File: config.mk
export PLATFORM = sky130hd
export DESIGN_NAME = steer_en_mc
export DESIGN_NICKNAME = d
export VERILOG_FILES = /design/src/rtl/steer_en_mc.sv
export SDC_FILE = /design/constraint.sdc
export NUM_CORES = 1
export LEC_CHECK = 0
export BUFFER_PORTS_ARGS = -buffer_cell sky130_fd_sc_hd__buf_2
export CORE_ASPECT_RATIO = 0.8
export CORE_MARGIN = 5
export CORE_UTILIZATION = 60
export DETAILED_ROUTE_END_ITERATION = 10
export PLACE_DENSITY_LB_ADDON = 0.05
export SKIP_CTS_REPAIR_TIMING = 1
export SYNTH_ARGS = -nofsm -noshare
export SYNTH_HDL_FRONTEND = slang
export SYNTH_SLANG_ARGS = --single-unit
File: constraint.sdc
create_clock -name clk -period 10.5 [get_ports clk]
set_clock_uncertainty 0.05 [all_clocks]
set_input_delay 0.525 -clock clk [delete_from_list [all_inputs] [get_ports clk]]
set_output_delay 0.525 -clock clk [all_outputs]
set_load 0.05 [all_outputs]
File: src/rtl/steer_en_mc.sv
// Steering-enable controller: sums left/right load cells, tracks rider
// presence with hysteresis and gates steering behind a balance dwell.
module steer_en_mc #(
  parameter int               N_CELLS      = 4,
  parameter int               LD_W         = 12,
  parameter logic [LD_W-1:0]  MIN_RIDER_WT = 12'h200,
  parameter logic [LD_W-1:0]  HYST         = 12'h040,
  parameter int               BAL_SHIFT    = 2,
  parameter int               OFF_SHIFT    = 4,
  parameter int               TMR_W        = 26,
  parameter logic [TMR_W-1:0] TMR_FULL     = 26'd67_000_000,
  localparam int              SW           = LD_W + $clog2(N_CELLS)
) (
  input  logic                    clk,
  input  logic                    rst,
  input  logic [N_CELLS*LD_W-1:0] ld_cell,
  input  logic                    cell_vld,
  input  logic [N_CELLS-1:0]      cell_en,
  output logic [SW:0]             tot_ld,
  output logic signed [SW:0]      ld_cell_diff,
  output logic                    diff_vld,
  output logic                    en_steer,
  output logic                    rider_off,
  output logic [1:0]              state
);

  typedef enum logic [1:0] {
    S_IDLE  = 2'd0,
    S_WAIT  = 2'd1,
    S_STEER = 2'd2
  } st_e;

  localparam logic [SW:0] ENTER_T =
    (SW+1)'(MIN_RIDER_WT);
  localparam logic [SW:0] EXIT_T =
    (SW+1)'(MIN_RIDER_WT) - (SW+1)'(HYST);
  localparam logic [TMR_W-1:0] TMR_LAST =
    TMR_FULL - 1'b1;

  logic [SW-1:0]    sl_c, sr_c;
  logic [SW-1:0]    sum_l, sum_r;
  logic [SW:0]      abs_d;
  logic             bal, off;
  logic             present, present_nx;
  st_e              st_q, st_nx;
  logic [TMR_W-1:0] tmr, tmr_nx;
  logic             en_nx, roff_nx;

  // Masked side sums; lower half of the cells is the left side
  always_comb begin
    sl_c = '0;
    sr_c = '0;
    for (int i = 0; i < N_CELLS; i++) begin
      if (cell_en[i]) begin
        if (i < N_CELLS/2)
          sl_c = sl_c + SW'(ld_cell[i*LD_W +: LD_W]);
        else
          sr_c = sr_c + SW'(ld_cell[i*LD_W +: LD_W]);
      end
    end
  end

  always_ff @(posedge clk) begin
    if (rst) begin
      sum_l        <= '0;
      sum_r        <= '0;
      tot_ld       <= '0;
      ld_cell_diff <= '0;
      diff_vld     <= 1'b0;
    end else begin
      diff_vld <= cell_vld;
      if (cell_vld) begin
        sum_l        <= sl_c;
        sum_r        <= sr_c;
        tot_ld       <= {1'b0, sl_c} + {1'b0, sr_c};
        ld_cell_diff <= $signed({1'b0, sl_c})
                      - $signed({1'b0, sr_c});
      end
    end
  end

  always_comb begin
    abs_d = (sum_l >= sum_r) ? {1'b0, sum_l - sum_r}
                             : {1'b0, sum_r - sum_l};
    bal = abs_d < (tot_ld >> BAL_SHIFT);
    off = abs_d > (tot_ld - (tot_ld >> OFF_SHIFT));
  end

  // Presence follows the fresh sums so the FSM sees it in the same cycle
  always_comb begin
    present_nx = present;
    if (diff_vld) begin
      if (tot_ld > ENTER_T)
        present_nx = 1'b1;
      else if (tot_ld < EXIT_T)
        present_nx = 1'b0;
    end
  end

  always_ff @(posedge clk) begin
    if (rst) begin
      st_q      <= S_IDLE;
      tmr       <= '0;
      present   <= 1'b0;
      en_steer  <= 1'b0;
      rider_off <= 1'b1;
    end else begin
      st_q      <= st_nx;
      tmr       <= tmr_nx;
      present   <= present_nx;
      en_steer  <= en_nx;
      rider_off <= roff_nx;
    end
  end

  always_comb begin
    st_nx  = st_q;
    tmr_nx = '0;
    unique case (st_q)
      S_IDLE: begin
        if (diff_vld && present_nx && bal)
          st_nx = S_WAIT;
      end
      S_WAIT: begin
        if (diff_vld && !present_nx)
          st_nx = S_IDLE;
        else if (diff_vld && !bal)
          tmr_nx = '0;
        else if (tmr == TMR_LAST && present_nx && bal)
          st_nx = S_STEER;
        else if (tmr != TMR_LAST)
          tmr_nx = tmr + 1'b1;
        else
          tmr_nx = tmr;
      end
      S_STEER: begin
        if (diff_vld && !present_nx)
          st_nx = S_IDLE;
        else if (diff_vld && off)
          st_nx = S_WAIT;
      end
      default: st_nx = S_IDLE;
    endcase
  end

  always_comb begin
    en_nx   = (st_nx == S_STEER);
    roff_nx = !present_nx;
  end

  assign state = st_q;

endmodule

==> flow_metrics.tcl, run 1 <==
set metrics [dict create \
    slowest_stage "o211ai_2" \
    netlist_area_um2 8170 \
    synth.ff_latch_count 86 \
    dp_slack_ps 4940 \
    dp_hpwl_um 16500 \
    num_vias 7469 \
    grt_overflow 0 \
    final_nets 1289 \
    r2r_setup_slack_ps 4830 \
    yosys.area.top_type "dfxtp_1" \
    max_stage_delay_ps 870 \
    register_area_um2 1720 \
    leakagePower_nw 4.17 \
    cts.clk_slew.worst_paths_ps 70 \
    synth_cells 1056 \
    synth_top_family_by_area "compound AO/OA/AOI/OAI gates" \
    cts_tree "done" \
    worst_hold_slack_ps 430 \
    slew-limit-headroom_pct 27.9 \
    crit_chain "inv_1, ha_1, inv_1, fa_1, a21oi_1, o211ai_1, a221oi_1, nand2_2, mux2i_1, xnor2_1, ha_1, a21o_1, a31oi_1, o21ai_0, o2111ai_1, a21oi_1, or4_4, o211ai_2, nor2_1" \
    cts_root_buf "clkbuf_16" \
    fin_tns_setup_ps 0 \
    grt_setup_unrepaired "false" \
    crit_required_ps 10640 \
    whs_endpoint "ld_cell_diff[10]" \
    synth-adder-area-share_pct 18.9 \
    placed_area_um2 8650 \
    routed_wirelength_um 20900 \
    antenna_cells 0 \
    cts.htree.levels 3 \
    grt_pass1_vias 6909 \
    synthArstFlopShare_pct 0 \
    clk_path_buf_depth 2 \
    cap_violations 0 \
    outcome "finished clean" \
    io-pin-count 90 \
    cts_inserted_buffers 9 \
    crit_fanout 26 \
    fp.dieArea_um2 16100 \
    hp-class "reg2reg" \
    synth_xor_area_share_pct 8.26 \
    ant_nets 0 \
    ys.flop_type "dfxtp_1" \
    min_from "ld_cell_diff[10]" \
    final_hold_viol_count 0 \
    synth_top_area_share_pct 21.1 \
    antenna_found_initial 0 \
    gr-usage-all-layers_pct 26.0 \
    critPathKind "reg2reg" \
    muxShareOfSynthArea_pct 4.24 \
    rows 38 \
    synth-edff-count 0 \
    setup-violations-final 0 \
    ff2ff_path_depth 19 \
    cp-end-kind "flip-flop" \
    numPortBuffers 88 \
    multi_input_area_um2 5890 \
    synth.area.top_cells "dfxtp_1 21%, ha_1 17%, xnor2_1 5.7%" \
    drtIter0Drc 509 \
    fmax_mhz 176 \
    cts_sinks 86 \
    yosysMostFrequentCell "nor2_1" \
    worstMarginPinSlew_ps 1080 \
    synth_commonest_cells "120 x nor2_1, 112 x ha_1, 95 x inv_1, 86 x dfxtp_1, 76 x nand2_1" \
    crit_family "compound AO/OA/AOI/OAI gates" \
    synth_fp_nets 1230 \
    gp_congestion 0.956 \
    viasPerCell 5.75 \
    drive_gt1_share_pct 11.1 \
    worstReg2RegStart "sum_l[0]" \
    startpoint_type "flip-flop" \
    post-route-drc-count 0 \
    ir_drop_uv 103 \
    drtPass1Iterations 5 \
    crit_arrival_ps 5810 \
    worstSkewPairLatency_ps 340 \
    syn-mean-instance-area_um2 7.73 \
    final_core_util_pct 66.6 \
    stdcell_area_um2 8970 \
    drv_slew 0 \
    core_region_area_um2 13500 \
    whs_path_depth 2 \
    grt_first_pass_wirelength_um 34500 \
    final.period_utilization_pct 54.0 \
    wire_per_inst_um 16.1 \
    start_util_pct 60.7 \
    synth_compound_area_share_pct 20.6 \
    path_buf_inv 2 \
    yosysWarningCount 0 \
    ys_types 65 \
    synthSimpleGateAreaFrac_pct 20.1 \
    area_growth_pct 9.79 \
    ys_seq_area_share_pct 21.1 \
    cellPowerDensity_nw_per_um2 181 \
    period_minus_slack_ps 5670 \
    fp.dieW_um 140 \
    grt_max_degree 95 \
    r2r_end "tmr[19]" \
    chipHeight_um 114 \
    fillCellCount 1227 \
    worst_slack_ps 4830 \
]
[layout by cell type (no fill, tap or decap), types with 14 or more instances in the layout]
cell,count
nor2_1,120
ha_1,112
inv_1,95
buf_2,87
dfxtp_1,86
nand2_1,76
a21oi_1,74
xnor2_1,53
o21ai_0,48
a211oi_1,36
nand3_1,34
mux2i_1,29
xor2_1,24
a21o_1,19
nor3_1,17
nand2b_1,17
o21bai_1,14
[where the power goes]
group / switching [mW] / total, mW / internal (mW)
Sequential: 0.0287 / 0.383 / 0.355
Clock: 0.139 / 0.338 / 0.200
Combinational: 0.546 / 0.903 / 0.356
[flip-flops by register name, indices dropped and copies added (netlist names)]
name,flops
en_steer,1
sum_r,13
present,1
sum_l,13
diff_vld,1
tot_ld,14
tmr,26
state,2
ld_cell_diff,14
rider_off,1
[final cells by class]
type	count	area share (%)
clock inverters	5	0.726
flip-flops and latches	86	19.2
multi-input cells	834	65.7
repair buffers	89	5.02
well taps	180	2.51
inverters	95	3.98
clock buffers	11	2.82
[kinds of logic after synthesis]
logic type	count (synthesis)
compound gates	258
fa+ha+maj	119
buf+inv	136
flops	86
simple gates	345
mux	34
xor+xnor	77
other cells	1
[per-stage QoR]
stage	power (mW)	instances
after floorplan	1.07	1056
after CTS	1.62	1300
final	1.62	1300
after detailed placement	1.27	1284
after global routing	1.75	1300
after global placement	1.27	1284
[routing by layer]
metal	global-route usage, %	vias to the layer above	part of all wire, %
met1	38.3	3432	51
met5	0	-	0
met4	4.91	0	0.71
met3	5.59	15	6.8
met2	39.5	197	42
li1	-	3825	-
[tightest hold or removal path, cell delays in order (launching register included)]
cell      delay, ps
dfxtp_1         310
nor2_1           80
a211oi_1         50
[worst max-delay path by stage]
| stage | from | to | slack (ps) | cells past startpoint |
|---|---|---|---|---|
| 2_1_floorplan | sum_l[0] | tmr[2] | 5910 | 21 |
| 3_3_place_gp | sum_l[0] | tmr[20] | 5050 | 19 |
| 3_5_place_dp | sum_l[0] | tmr[11] | 4940 | 19 |
| 4_1_cts | sum_l[0] | tmr[11] | 4900 | 19 |
| 5_1_grt | sum_l[0] | tmr[19] | 4460 | 19 |
| 6_report | sum_l[0] | tmr[19] | 4830 | 19 |
Note: power is estimated with default switching activity, not from simulation.
==> inputs of run 2 (changes only) <==
Settings changed: CORE_UTILIZATION 60 to 55.
Clock period 10.5 ns to 5 ns, I/O delays scaled along.
==> flow_metrics.tcl, run 2 (synthesis gave the netlist of run 1 again) <==
set metrics [dict create \
    total_power_mw 3.44 \
    fp.dieArea_um2 17400 \
    cellPowerDensity_nw_per_um2 380 \
    cap_violations 0 \
    hp-class "in2reg" \
    worstSkewPairLatency_ps 350 \
    startpoint_type "flip-flop" \
    placed_area_um2 8710 \
    final_nets 1298 \
    register_area_um2 1720 \
    dp_slack_ps 172 \
    worst_slack_ps 293 \
    viasPerCell 5.68 \
    cts_sinks 86 \
    post-route-drc-count 0 \
    io-pin-count 90 \
    drv_slew 0 \
    gr-usage-all-layers_pct 23.4 \
    cp-end-kind "flip-flop" \
    area_growth_pct 11.0 \
    fp.dieW_um 146 \
    grt_pass1_vias 6840 \
    stdcell_area_um2 9060 \
    cts_tree "done" \
    outcome "finished clean" \
    antenna_found_initial 0 \
    fillCellCount 1326 \
    cts.clk_slew.worst_paths_ps 70 \
    core_region_area_um2 14400 \
    fin_tns_setup_ps 0 \
    drtIter0Drc 531 \
    rows 39 \
    slew-limit-headroom_pct 32.1 \
    cts_inserted_buffers 9 \
    period_minus_slack_ps 4710 \
    crit_required_ps 5190 \
    ir_drop_uv 204 \
    worstMarginPinSlew_ps 1010 \
    reg_top3 "tmr (26), ld_cell_diff (14), tot_ld (14)" \
    wire_per_inst_um 15.8 \
    grt_max_degree 95 \
    cts_root_buf "clkbuf_16" \
    chipHeight_um 119 \
    leakagePower_nw 4.22 \
    num_vias 7459 \
    clk_path_buf_depth 2 \
    crit_fanout 4 \
    final.period_utilization_pct 94.1 \
    numPortBuffers 88 \
    antenna_cells 0 \
    mostFrequentLayoutCells "120 x nor2_1, 112 x ha_1, 95 x inv_1" \
    crit_arrival_ps 4900 \
    dp_hpwl_um 16300 \
    setup-violations-final 0 \
    largest_reg_flops 26 \
    critPathKind "reg2reg" \
    grt_first_pass_wirelength_um 34200 \
    routed_wirelength_um 20700 \
    drive_gt1_share_pct 11.8 \
    r2r_setup_slack_ps 290 \
    grt_setup_unrepaired "false" \
    grt_overflow 0 \
    drtPass1Iterations 5 \
    fmax_mhz 212 \
    final_hold_viol_count 0 \
    multi_input_area_um2 5890 \
    start_util_pct 56.5 \
    cts.htree.levels 3 \
    regMostFlops "tmr" \
    final_common_cell "nor2_1" \
    gp_congestion 0.976 \
    ant_nets 0 \
]
## run 2: changes by cell type in the layout (fill, tap and decap cells not counted), sizes merged
cell and change:
clkinv -1, inv +2, clkbuf -1, buf +9
## run 2: where the power goes
group          switching (mW)  internal [mW]  total [mW]
Combinational            1.14          0.772        1.91
Clock                   0.309          0.410       0.719
Sequential             0.0618          0.744       0.806
## run 2: area by class of cell
| type | count | share of cell area [%] |
|---|---|---|
| multi-input combinational | 834 | 65.1 |
| sequential | 86 | 19.0 |
| timing repair buffer | 98 | 5.99 |
| inverter | 95 | 3.94 |
| clock buffer | 10 | 2.64 |
| tap | 184 | 2.54 |
| clock inverter | 6 | 0.842 |
## run 2: worst paths after layout
kind                     endpoint            start  depth (start not counted)
hold reg to reg   ld_cell_diff[7]  ld_cell_diff[7]                          2
hold / removal          sum_l[10]      ld_cell[10]                          5
setup / recovery         state[0]         sum_r[0]                         20
setup reg to reg         state[0]         sum_r[0]                         20
## run 2: layer usage
| metal | GRT usage, % | up-vias | routed length, um |
|---|---|---|---|
| li1 | - | 3842 | - |
| met1 | 35.1 | 3403 | 10800 |
| met2 | 35.4 | 208 | 8510 |
| met3 | 4.97 | 6 | 1380 |
| met4 | 3.11 | 0 | 88 |
| met5 | 0 | - | 0 |
## run 2: metrics by stage
stage | hold WS [ps] | utilization, % | cells
final | 321 | 62.7 | 1313
after global routing | 356 | 62.7 | 1313
after CTS | 309 | 62.5 | 1310
after detailed placement | 426 | 60.3 | 1294
after global placement | 417 | 60.3 | 1294
after floorplan | 413 | - | 1056
## run 2: worst max-delay path, cell delays in order (launching register included)
cell and delay [ps]:
dfxtp_1 370, ha_1 190, inv_1 70, fa_1 420, a21oi_1 180, o211ai_1 160
a221oi_1 400, nand2_2 160, o211ai_1 110, o21ai_0 170, o31ai_1 370, xor2_1 300
ha_1 300, a21o_1 180, a21o_1 160, a21oi_1 140, o21ai_0 120, o211a_1 230
o21ai_0 160, o22ai_1 140, a31o_2 220
